`src/rtl/branch_predict_unit.sv`:
```
// -----------------------------------------------------------------------------
// branch_predict_unit
//   Branch predictor and D-stage branch resolution for a MIPS-style pipeline.
//   A direct-mapped table holds a 2-bit saturating counter, a valid bit, a tag
//   and a target per entry. It is looked up combinationally from pc_f and
//   trained on the clock edge at D-stage resolution. After reset a clear FSM
//   walks every entry, one per cycle. Predictions are forced not-taken while it
//   runs.
//
//   Handshake: there is no valid/ready pair. resolve_valid_d qualifies D-stage
//   work, and stall_d holds D. Training and perf counting happen only on an
//   edge where resolve_valid_d & branch_d & !stall_d & !busy.
//
// Ports
//   clk, reset              clock, synchronous active-high reset
//   stall_d                 D stalled: no training, perf counters hold
//   pc_f                    F-stage lookup PC
//   pred_taken_f/target_f   F prediction (target is 0 when not taken)
//   busy                    clear FSM running
//   resolve_valid_d, branch_d, equal_d, pc_d, target_d,
//   pred_taken_d, pred_target_d   D-stage resolution inputs
//   pcsrc_d, mispredict_d, redirect_pc_d   D-stage resolution outputs
//   perf_branches, perf_mispredicts        wrapping event counters
//   dbg_state               clear FSM state (0 = CLEAR, 1 = RUN)
// -----------------------------------------------------------------------------
module branch_predict_unit #(
  parameter int          IDX_BITS = 6,
  parameter int          TAG_BITS = 8,
  parameter logic [1:0]  CNT_INIT = 2'b01,
  parameter int          PERF_W   = 32
) (
  input  logic              clk,
  input  logic              reset,
  input  logic              stall_d,
  input  logic [31:0]       pc_f,
  output logic              pred_taken_f,
  output logic [31:0]       pred_target_f,
  output logic              busy,
  input  logic              resolve_valid_d,
  input  logic              branch_d,
  input  logic              equal_d,
  input  logic [31:0]       pc_d,
  input  logic [31:0]       target_d,
  input  logic              pred_taken_d,
  input  logic [31:0]       pred_target_d,
  output logic              pcsrc_d,
  output logic              mispredict_d,
  output logic [31:0]       redirect_pc_d,
  output logic [PERF_W-1:0] perf_branches,
  output logic [PERF_W-1:0] perf_mispredicts,
  output logic              dbg_state
);

  localparam int ENTRIES = 1 << IDX_BITS;

  typedef enum logic {ST_CLEAR = 1'b0, ST_RUN = 1'b1} state_e;

  state_e                state_q, state_d;
  logic [IDX_BITS-1:0]   clr_idx_q, clr_idx_d;
  logic [PERF_W-1:0]     perf_br_q, perf_br_d;
  logic [PERF_W-1:0]     perf_mis_q, perf_mis_d;

  logic [1:0]            bht_cnt_q   [ENTRIES];
  logic [1:0]            bht_cnt_d   [ENTRIES];
  logic                  btb_valid_q [ENTRIES];
  logic                  btb_valid_d [ENTRIES];
  logic [TAG_BITS-1:0]   btb_tag_q   [ENTRIES];
  logic [TAG_BITS-1:0]   btb_tag_d   [ENTRIES];
  logic [31:0]           btb_tgt_q   [ENTRIES];
  logic [31:0]           btb_tgt_d   [ENTRIES];

  logic [IDX_BITS-1:0]   f_idx, r_idx;
  logic [TAG_BITS-1:0]   f_tag, r_tag;
  logic                  f_hit, r_hit, train;
  logic [1:0]            r_cnt;
  logic                  unused_pc_bits;

  assign f_idx = pc_f[IDX_BITS+1:2];
  assign f_tag = pc_f[IDX_BITS+TAG_BITS+1:IDX_BITS+2];
  assign r_idx = pc_d[IDX_BITS+1:2];
  assign r_tag = pc_d[IDX_BITS+TAG_BITS+1:IDX_BITS+2];
  assign unused_pc_bits = ^{pc_f[31:IDX_BITS+TAG_BITS+2], pc_f[1:0]};

  assign busy      = (state_q == ST_CLEAR);
  assign dbg_state = state_q;

  // F lookup reads the registered table, so a same-cycle D write to the
  // same index is only visible to F on the following cycle.
  always_comb begin
    f_hit         = btb_valid_q[f_idx] && (btb_tag_q[f_idx] == f_tag);
    pred_taken_f  = !busy && f_hit && bht_cnt_q[f_idx][1];
    pred_target_f = pred_taken_f ? btb_tgt_q[f_idx] : 32'd0;
  end

  // D resolution is purely combinational and independent of reset.
  always_comb begin
    pcsrc_d       = branch_d & equal_d;
    mispredict_d  = resolve_valid_d & !stall_d &
                    ((pcsrc_d & (!pred_taken_d | (pred_target_d != target_d))) |
                     (!pcsrc_d & pred_taken_d));
    redirect_pc_d = pcsrc_d ? target_d : pc_d + 32'd8;
    train         = resolve_valid_d & branch_d & !stall_d & !busy;
  end

  // Clear FSM: one entry per cycle, RUN after the last index is written.
  always_comb begin
    state_d   = state_q;
    clr_idx_d = clr_idx_q;
    case (state_q)
      ST_CLEAR: begin
        clr_idx_d = clr_idx_q + IDX_BITS'(1);
        if (clr_idx_q == IDX_BITS'(ENTRIES - 1)) state_d = ST_RUN;
      end
      ST_RUN:   state_d = ST_RUN;
      default:  state_d = ST_CLEAR;
    endcase
  end

  // Table update: clear write while busy, otherwise training.
  always_comb begin
    bht_cnt_d   = bht_cnt_q;
    btb_valid_d = btb_valid_q;
    btb_tag_d   = btb_tag_q;
    btb_tgt_d   = btb_tgt_q;
    r_hit       = btb_valid_q[r_idx] && (btb_tag_q[r_idx] == r_tag);
    r_cnt       = bht_cnt_q[r_idx];
    if (busy) begin
      bht_cnt_d[clr_idx_q]   = CNT_INIT;
      btb_valid_d[clr_idx_q] = 1'b0;
    end else if (train) begin
      if (r_hit) begin
        if (pcsrc_d) bht_cnt_d[r_idx] = (r_cnt == 2'b11) ? 2'b11 : r_cnt + 2'd1;
        else         bht_cnt_d[r_idx] = (r_cnt == 2'b00) ? 2'b00 : r_cnt - 2'd1;
      end else begin
        // A cold or aliased entry restarts at the weak state of the outcome.
        bht_cnt_d[r_idx] = pcsrc_d ? 2'b10 : 2'b01;
      end
      if (pcsrc_d) begin
        btb_valid_d[r_idx] = 1'b1;
        btb_tag_d[r_idx]   = r_tag;
        btb_tgt_d[r_idx]   = target_d;
      end
    end
  end

  always_comb begin
    perf_br_d  = perf_br_q + PERF_W'(train);
    perf_mis_d = perf_mis_q + PERF_W'(train & mispredict_d);
  end

  assign perf_branches    = perf_br_q;
  assign perf_mispredicts = perf_mis_q;

  always_ff @(posedge clk) begin
    if (reset) begin
      state_q    <= ST_CLEAR;
      clr_idx_q  <= '0;
      perf_br_q  <= '0;
      perf_mis_q <= '0;
    end else begin
      state_q    <= state_d;
      clr_idx_q  <= clr_idx_d;
      perf_br_q  <= perf_br_d;
      perf_mis_q <= perf_mis_d;
    end
  end

  // Table storage has no reset; the clear FSM initialises it.
  always_ff @(posedge clk) begin
    bht_cnt_q   <= bht_cnt_d;
    btb_valid_q <= btb_valid_d;
    btb_tag_q   <= btb_tag_d;
    btb_tgt_q   <= btb_tgt_d;
  end

endmodule

```
`config.mk`:
```
export PLATFORM = sky130hd
export DESIGN_NAME = branch_predict_unit
export DESIGN_NICKNAME = d
export VERILOG_FILES = /design/src/rtl/branch_predict_unit.sv
export SDC_FILE = /design/constraint.sdc
export NUM_CORES = 2
export LEC_CHECK = 0
export BUFFER_PORTS_ARGS = -buffer_cell sky130_fd_sc_hd__buf_2
export CAP_MARGIN = 20
export CELL_PAD_IN_SITES_DETAIL_PLACEMENT = 0
export CELL_PAD_IN_SITES_GLOBAL_PLACEMENT = 1
export CORE_UTILIZATION = 42
export DETAILED_ROUTE_END_ITERATION = 16
export PLACE_DENSITY_LB_ADDON = 0.15
export SYNTH_ARGS = -nofsm -noshare
export SYNTH_HDL_FRONTEND = slang
export SYNTH_SLANG_ARGS = --single-unit
```
`constraint.sdc`:
```
create_clock -name clk -period 10.46 [get_ports clk]
set_input_delay 2.615 -clock clk [delete_from_list [all_inputs] [get_ports clk]]
set_output_delay 2.615 -clock clk [all_outputs]
set_load 0.05 [all_outputs]
```
# == Word-level counts from Yosys, hierarchy flattened ==
# Cells that the tools add are included.
# word_totals
ff_bits,2823
input_bits,135
word_cells,363
# classes
add_sub_neg,6
order_cmp,5
n_eq_ne,7
mux,52
n_bitwise,21
n_reduce_logical,12
# ops
cell,count
bitwise mux 2048 bit,1
bitwise mux 512 bit,1
2-to-1 mux 128 bit,4
bitwise mux 128 bit,3
binary-select mux 32 bit (select 6 bit),1
demux 32 bit (select 6 bit),1
2-to-1 mux 64 bit,3
2-to-1 mux 32 bit,5
bitwise AND 64 bit,2
inverter 64 bit,2
bitwise OR 64 bit,2
binary-select mux 8 bit (select 6 bit),2
adder 32 x 1 -> 32 bit,2
demux 8 bit (select 6 bit),1
2-to-1 mux 8 bit,5
"adder 32 x 4 -> 32 bit, second input constant",1
inequality test 32 bit,1
binary-select mux 2 bit (select 6 bit),2
demux 2 bit (select 6 bit),2
">= comparator 7 bit, second input constant",3
inverter 6 -> 7 bit,3
2-to-1 mux 2 bit,9
equality test 8 bit,2
"less-than comparator 7 x 1 -> 1 bit, second input constant",2
19 further kinds,43

# == Longest topological paths before layout ==
# depth
ltp_word,11
ltp_mapped,16

# == Least setup slack after synthesis ==
# Ideal clock, no wire load.
# synth_path
path_type,input -> output
start,input port pc_f[4]
end,output port pred_target_f[0]
t_arrival_ns,6.724
required_ns,7.845
slack_ns,1.121
cell_stages,10
path_cell_list,clkbuf_1 buf_2 buf_1 mux4_2 mux4_2 xor2_1 nor4_1 nand3_1 clkbuf_1 a211oi_1
# synth_between
elab_chain_cells,9
word_cells_on_any_way,18
cone_classes,eq/ne: 1; mux: 13; bitwise: 1; reduce/logical: 3
# synth_rtl
item,line_no,text
from (decl),35,"input logic [31:0] pc_f,"
inverter 6 -> 7 bit (not written as such) (*),"90, 91, 92",
binary-select mux 8 bit (select 6 bit),90,f_hit = btb_valid_q[f_idx] && (btb_tag_q[f_idx] == f_tag);
2-to-1 mux 8 bit (not written as such) (2 in series),90,
equality test 8 bit,90,
logical AND 1 bit,90,
logical AND 1 bit (2 in series),91,pred_taken_f = !busy && f_hit && bht_cnt_q[f_idx][1];
2-to-1 mux 32 bit (*),92,pred_target_f = pred_taken_f ? btb_tgt_q[f_idx] : 32'd0;
to (decl),37,"output logic [31:0] pred_target_f,"
# Every way passes the cells marked *; elsewhere a longest branch is shown, timed or not. The select of a mux whose other input is x is not followed.

# == Final worst setup path ==
# layout_path
start,input port pc_f[3]
end,output port pred_target_f[24]
# The elaborated chain is that of the path after synthesis.

==> flow_summary.ini <==
[yosys]
synthFlopType = edfxtp_1
synth_top_area_share_pct = 69.3
synth_top_cell_by_area = edfxtp_1
synth_simple_gate_area_share_pct = 3.91
ys_seq_area_share_pct = 70.5
synth-compound-area-share_pct = 3.50
synth_fp_nets = 6250
syn_area_per_cell_um2 = 19.5
yosysUniqueCellTypes = 76
synthArstFlopShare_pct = 0
synth-warning-count = 0
synth-adder-area-share_pct = 0.0944
synth_area_leaders = edfxtp_1 69%, mux4_2 19%, dfxtp_1 1.2%, nor2_1 1.1%, o21ai_0 1.0%
synth_area_um2 = 119000
synth_edf_count = 2752
syn_inst = 6106
synth-xor-area-share_pct = 0.888
synth_top_family_by_area = multiplexers
ys_ff_latch = 2823
muxShareOfSynthArea_pct = 19.5

[timing]
finalWorstSetupSlack_ps = 535
post-route-period-util_pct = 94.9
slew_violations = 0
slew_headroom_pct = 17.9
fin_tns_setup_ps = 0
hold_violations = 0
fin_skew_ps = 49.2
finalSetupViolCount = 0
rsz0062_at_grt = false
max_freq_mhz = 101
hold_slack_ps = 497
worstMarginPinSlew_ps = 1230
period_minus_slack_ps = 9920

[clocking]
htree_levels = 5
cts_resized = 0
root_buffer = clkbuf_16
cts_tree = yes
clock_sinks = 2823
clockBufferDepth = 4
hold_buffers = 0
insertion_delay_ps = 910
post_cts_buffers = 0
cts_buffers = 314
cts.clk_slew.worst_paths_ps = 50

[worst_setup_path]
r2r-start = dbg_state
startpoint_type = primary input
worstReg2RegEnd = btb_tgt_q[709]
cp.required_ps = 7850
reg2regPathDepth = 7
critPathKind = primary input to output pin
cp_max_fo = 113
cp-end-kind = output pin
rrSetupSlack_ps = 5150
worstPathArrival_ps = 7310

[die]
die_h_um = 535
dieArea_um2 = 286000
coreArea_um2 = 282000
initial_utilization_pct = 42.3
io_pins = 268
die_x_um = 535
row_count = 195

[finish]
nNetsFinal = 6650
post-route-util_pct = 48.4
post_route_cells_drive_above_1_share_pct = 30.8
nFillCells = 23288
syn_to_final_growth_pct = 14.6

[global_route]
grt_max_degree = 120
grt_pass1_vias = 66132
antenna_found_initial = 27
grt_pass1_wl_mm = 546
grt_overflow_total = 0
grt_usage_pct = 27.8

[routing]
drt_pass1_iterations = 7
drc_errors = 0
ant_nets = 0
wl_mm = 398
routed-via-count = 66740
vias_per_cell = 6.35
routedWlPerCell_um = 37.9
drtIter0Drc = 9162

[min_path]
holdPathStages = 2
min_to = perf_mispredicts[20]
hp-class = flip-flop to flip-flop
min_from = perf_mispredicts[20]

[run]
cap_violations = 0

[power_and_ir_drop]
leakage_nw = 42.6
power.density_nw_per_um2 = 181
ir_drop_uv = 134
total_power_w = 0.0248

[placed_design]
port_buffers = 249
gp_congestion = 0.832
dpl_worst_slack_ps = 614
dp.final_hpwl_mm = 227

[outcome]
status = completed
==> sequential cells by signal (all words and copies together) (netlist names) <==
name              count
dbg_state             1
perf_mispredicts     32
perf_branches        32
btb_tag_q           512
clr_idx_q             6
btb_valid_q          64
btb_tgt_q          2048
bht_cnt_q           128
==> layout by cell type (no fill, tap or decap), drive strengths merged, types with 22 or more instances in the layout <==
master  synthesis  final
a211oi         23     23
a21oi          90     90
xnor2          40     40
clkbuf        252    396
o31ai          47     47
nor3b          64     64
clkinv          0    130
inv            10     22
a22oi          22     22
nor2          364    364
buf           176    511
a31oi          67     67
o22ai          22     22
mux4          995    995
mux2i          79     79
dfxtp          71     71
xor2           81     81
o21ai         309    309
edfxtp       2752   2752
nand3          85     85
o32ai          23     23
nand2         276    276
nor2b          46     46
==> metal layers <==
metal	wire [um]	GRT usage, %
met5	43	0
met4	17100	11.2
met3	29500	4.22
met2	188000	43.7
met1	163000	39.0
==> worst max path at each step <==
stage,to,slack (ps),from
2_1_floorplan,pred_target_f[0],1120,pc_f[4]
3_3_place_gp,pred_target_f[1],440,pc_f[2]
3_5_place_dp,pred_target_f[24],610,pc_f[3]
4_1_cts,pred_target_f[17],590,pc_f[2]
5_1_grt,pred_target_f[24],460,pc_f[3]
6_report,pred_target_f[24],540,pc_f[3]
==> logic make-up (layout without fill, tap and decap cells) <==
kind of cell / after synthesis / after routing
adder cells (fa/ha/maj): 9 / 9
AO/OA/AOI/OAI: 649 / 649
XOR/XNOR: 121 / 121
multiplexers: 1078 / 1078
buffers and inverters: 438 / 1083
flip-flops: 2823 / 2823
other: 0 / 17
AND/OR/NAND/NOR: 988 / 988
==> worst max-delay path, stage by stage <==
cell	delay [ps]
buf_8	600
buf_4	380
buf_12	460
buf_12	520
mux4_2	440
mux4_2	550
nor2b_1	160
a211oi_1	570
a211oi_1	170
buf_4	200
buf_12	140
==> cell usage after synthesis (7+ instances only) <==
master and n:
a211oi_1 23, mux4_2 995, dfxtp_1 71, or3_1 20, buf_4 16, o32ai_2 17, and3_1 20, nor3_1 13
a31oi_1 66, o21ai_1 60, xnor2_1 40, a21oi_1 90, buf_6 23, edfxtp_1 2752, nor3b_1 64, o31ai_1 11
nor2b_1 46, mux2i_1 79, clkbuf_1 251, nand2b_1 7, nand3_1 85, nor4_1 9, nand4_1 20, o31ai_2 36
o22ai_1 22, and4_1 8, buf_1 47, xor2_1 81, inv_1 9, a22oi_1 22, and2_1 9, o211ai_1 20
buf_2 90, o21ai_0 248, ha_1 9, nand3b_1 10, nor2_1 364, nand2_1 276
==> area by class of cell <==
class                           instances  area (um^2)  area share [%]
Inverter                               10         40.0          0.0293
Clock inverter                        166         1420            1.04
Multi-Input combinational cell       2845        33800            24.7
Sequential cell                      2823        84100            61.5
Clock buffer                          395         8300            6.07
Timing Repair Buffer                  512         4350            3.18
Antenna cell                           17         42.5          0.0311
Tap cell                             3743         4680            3.42
==> per-stage QoR <==
stage,cell area [um^2],std cells
3_5_place_dp,127000,9926
6_report,137000,10511
2_1_floorplan,119000,6106
5_1_grt,137000,10502
4_1_cts,137000,10487
3_3_place_gp,127000,9922
==> power by group <==
part	total [W]	switching, W	internal [W]	leakage, nW
logic	0.00155	0.000931	0.000615	12.1
clock network	0.0107	0.00457	0.00612	4.75
registers	0.0125	0.0000572	0.0125	25.8
total	0.0248	0.00556	0.0192	42.6
No activity file was read; power rests on OpenSTA's default activity.
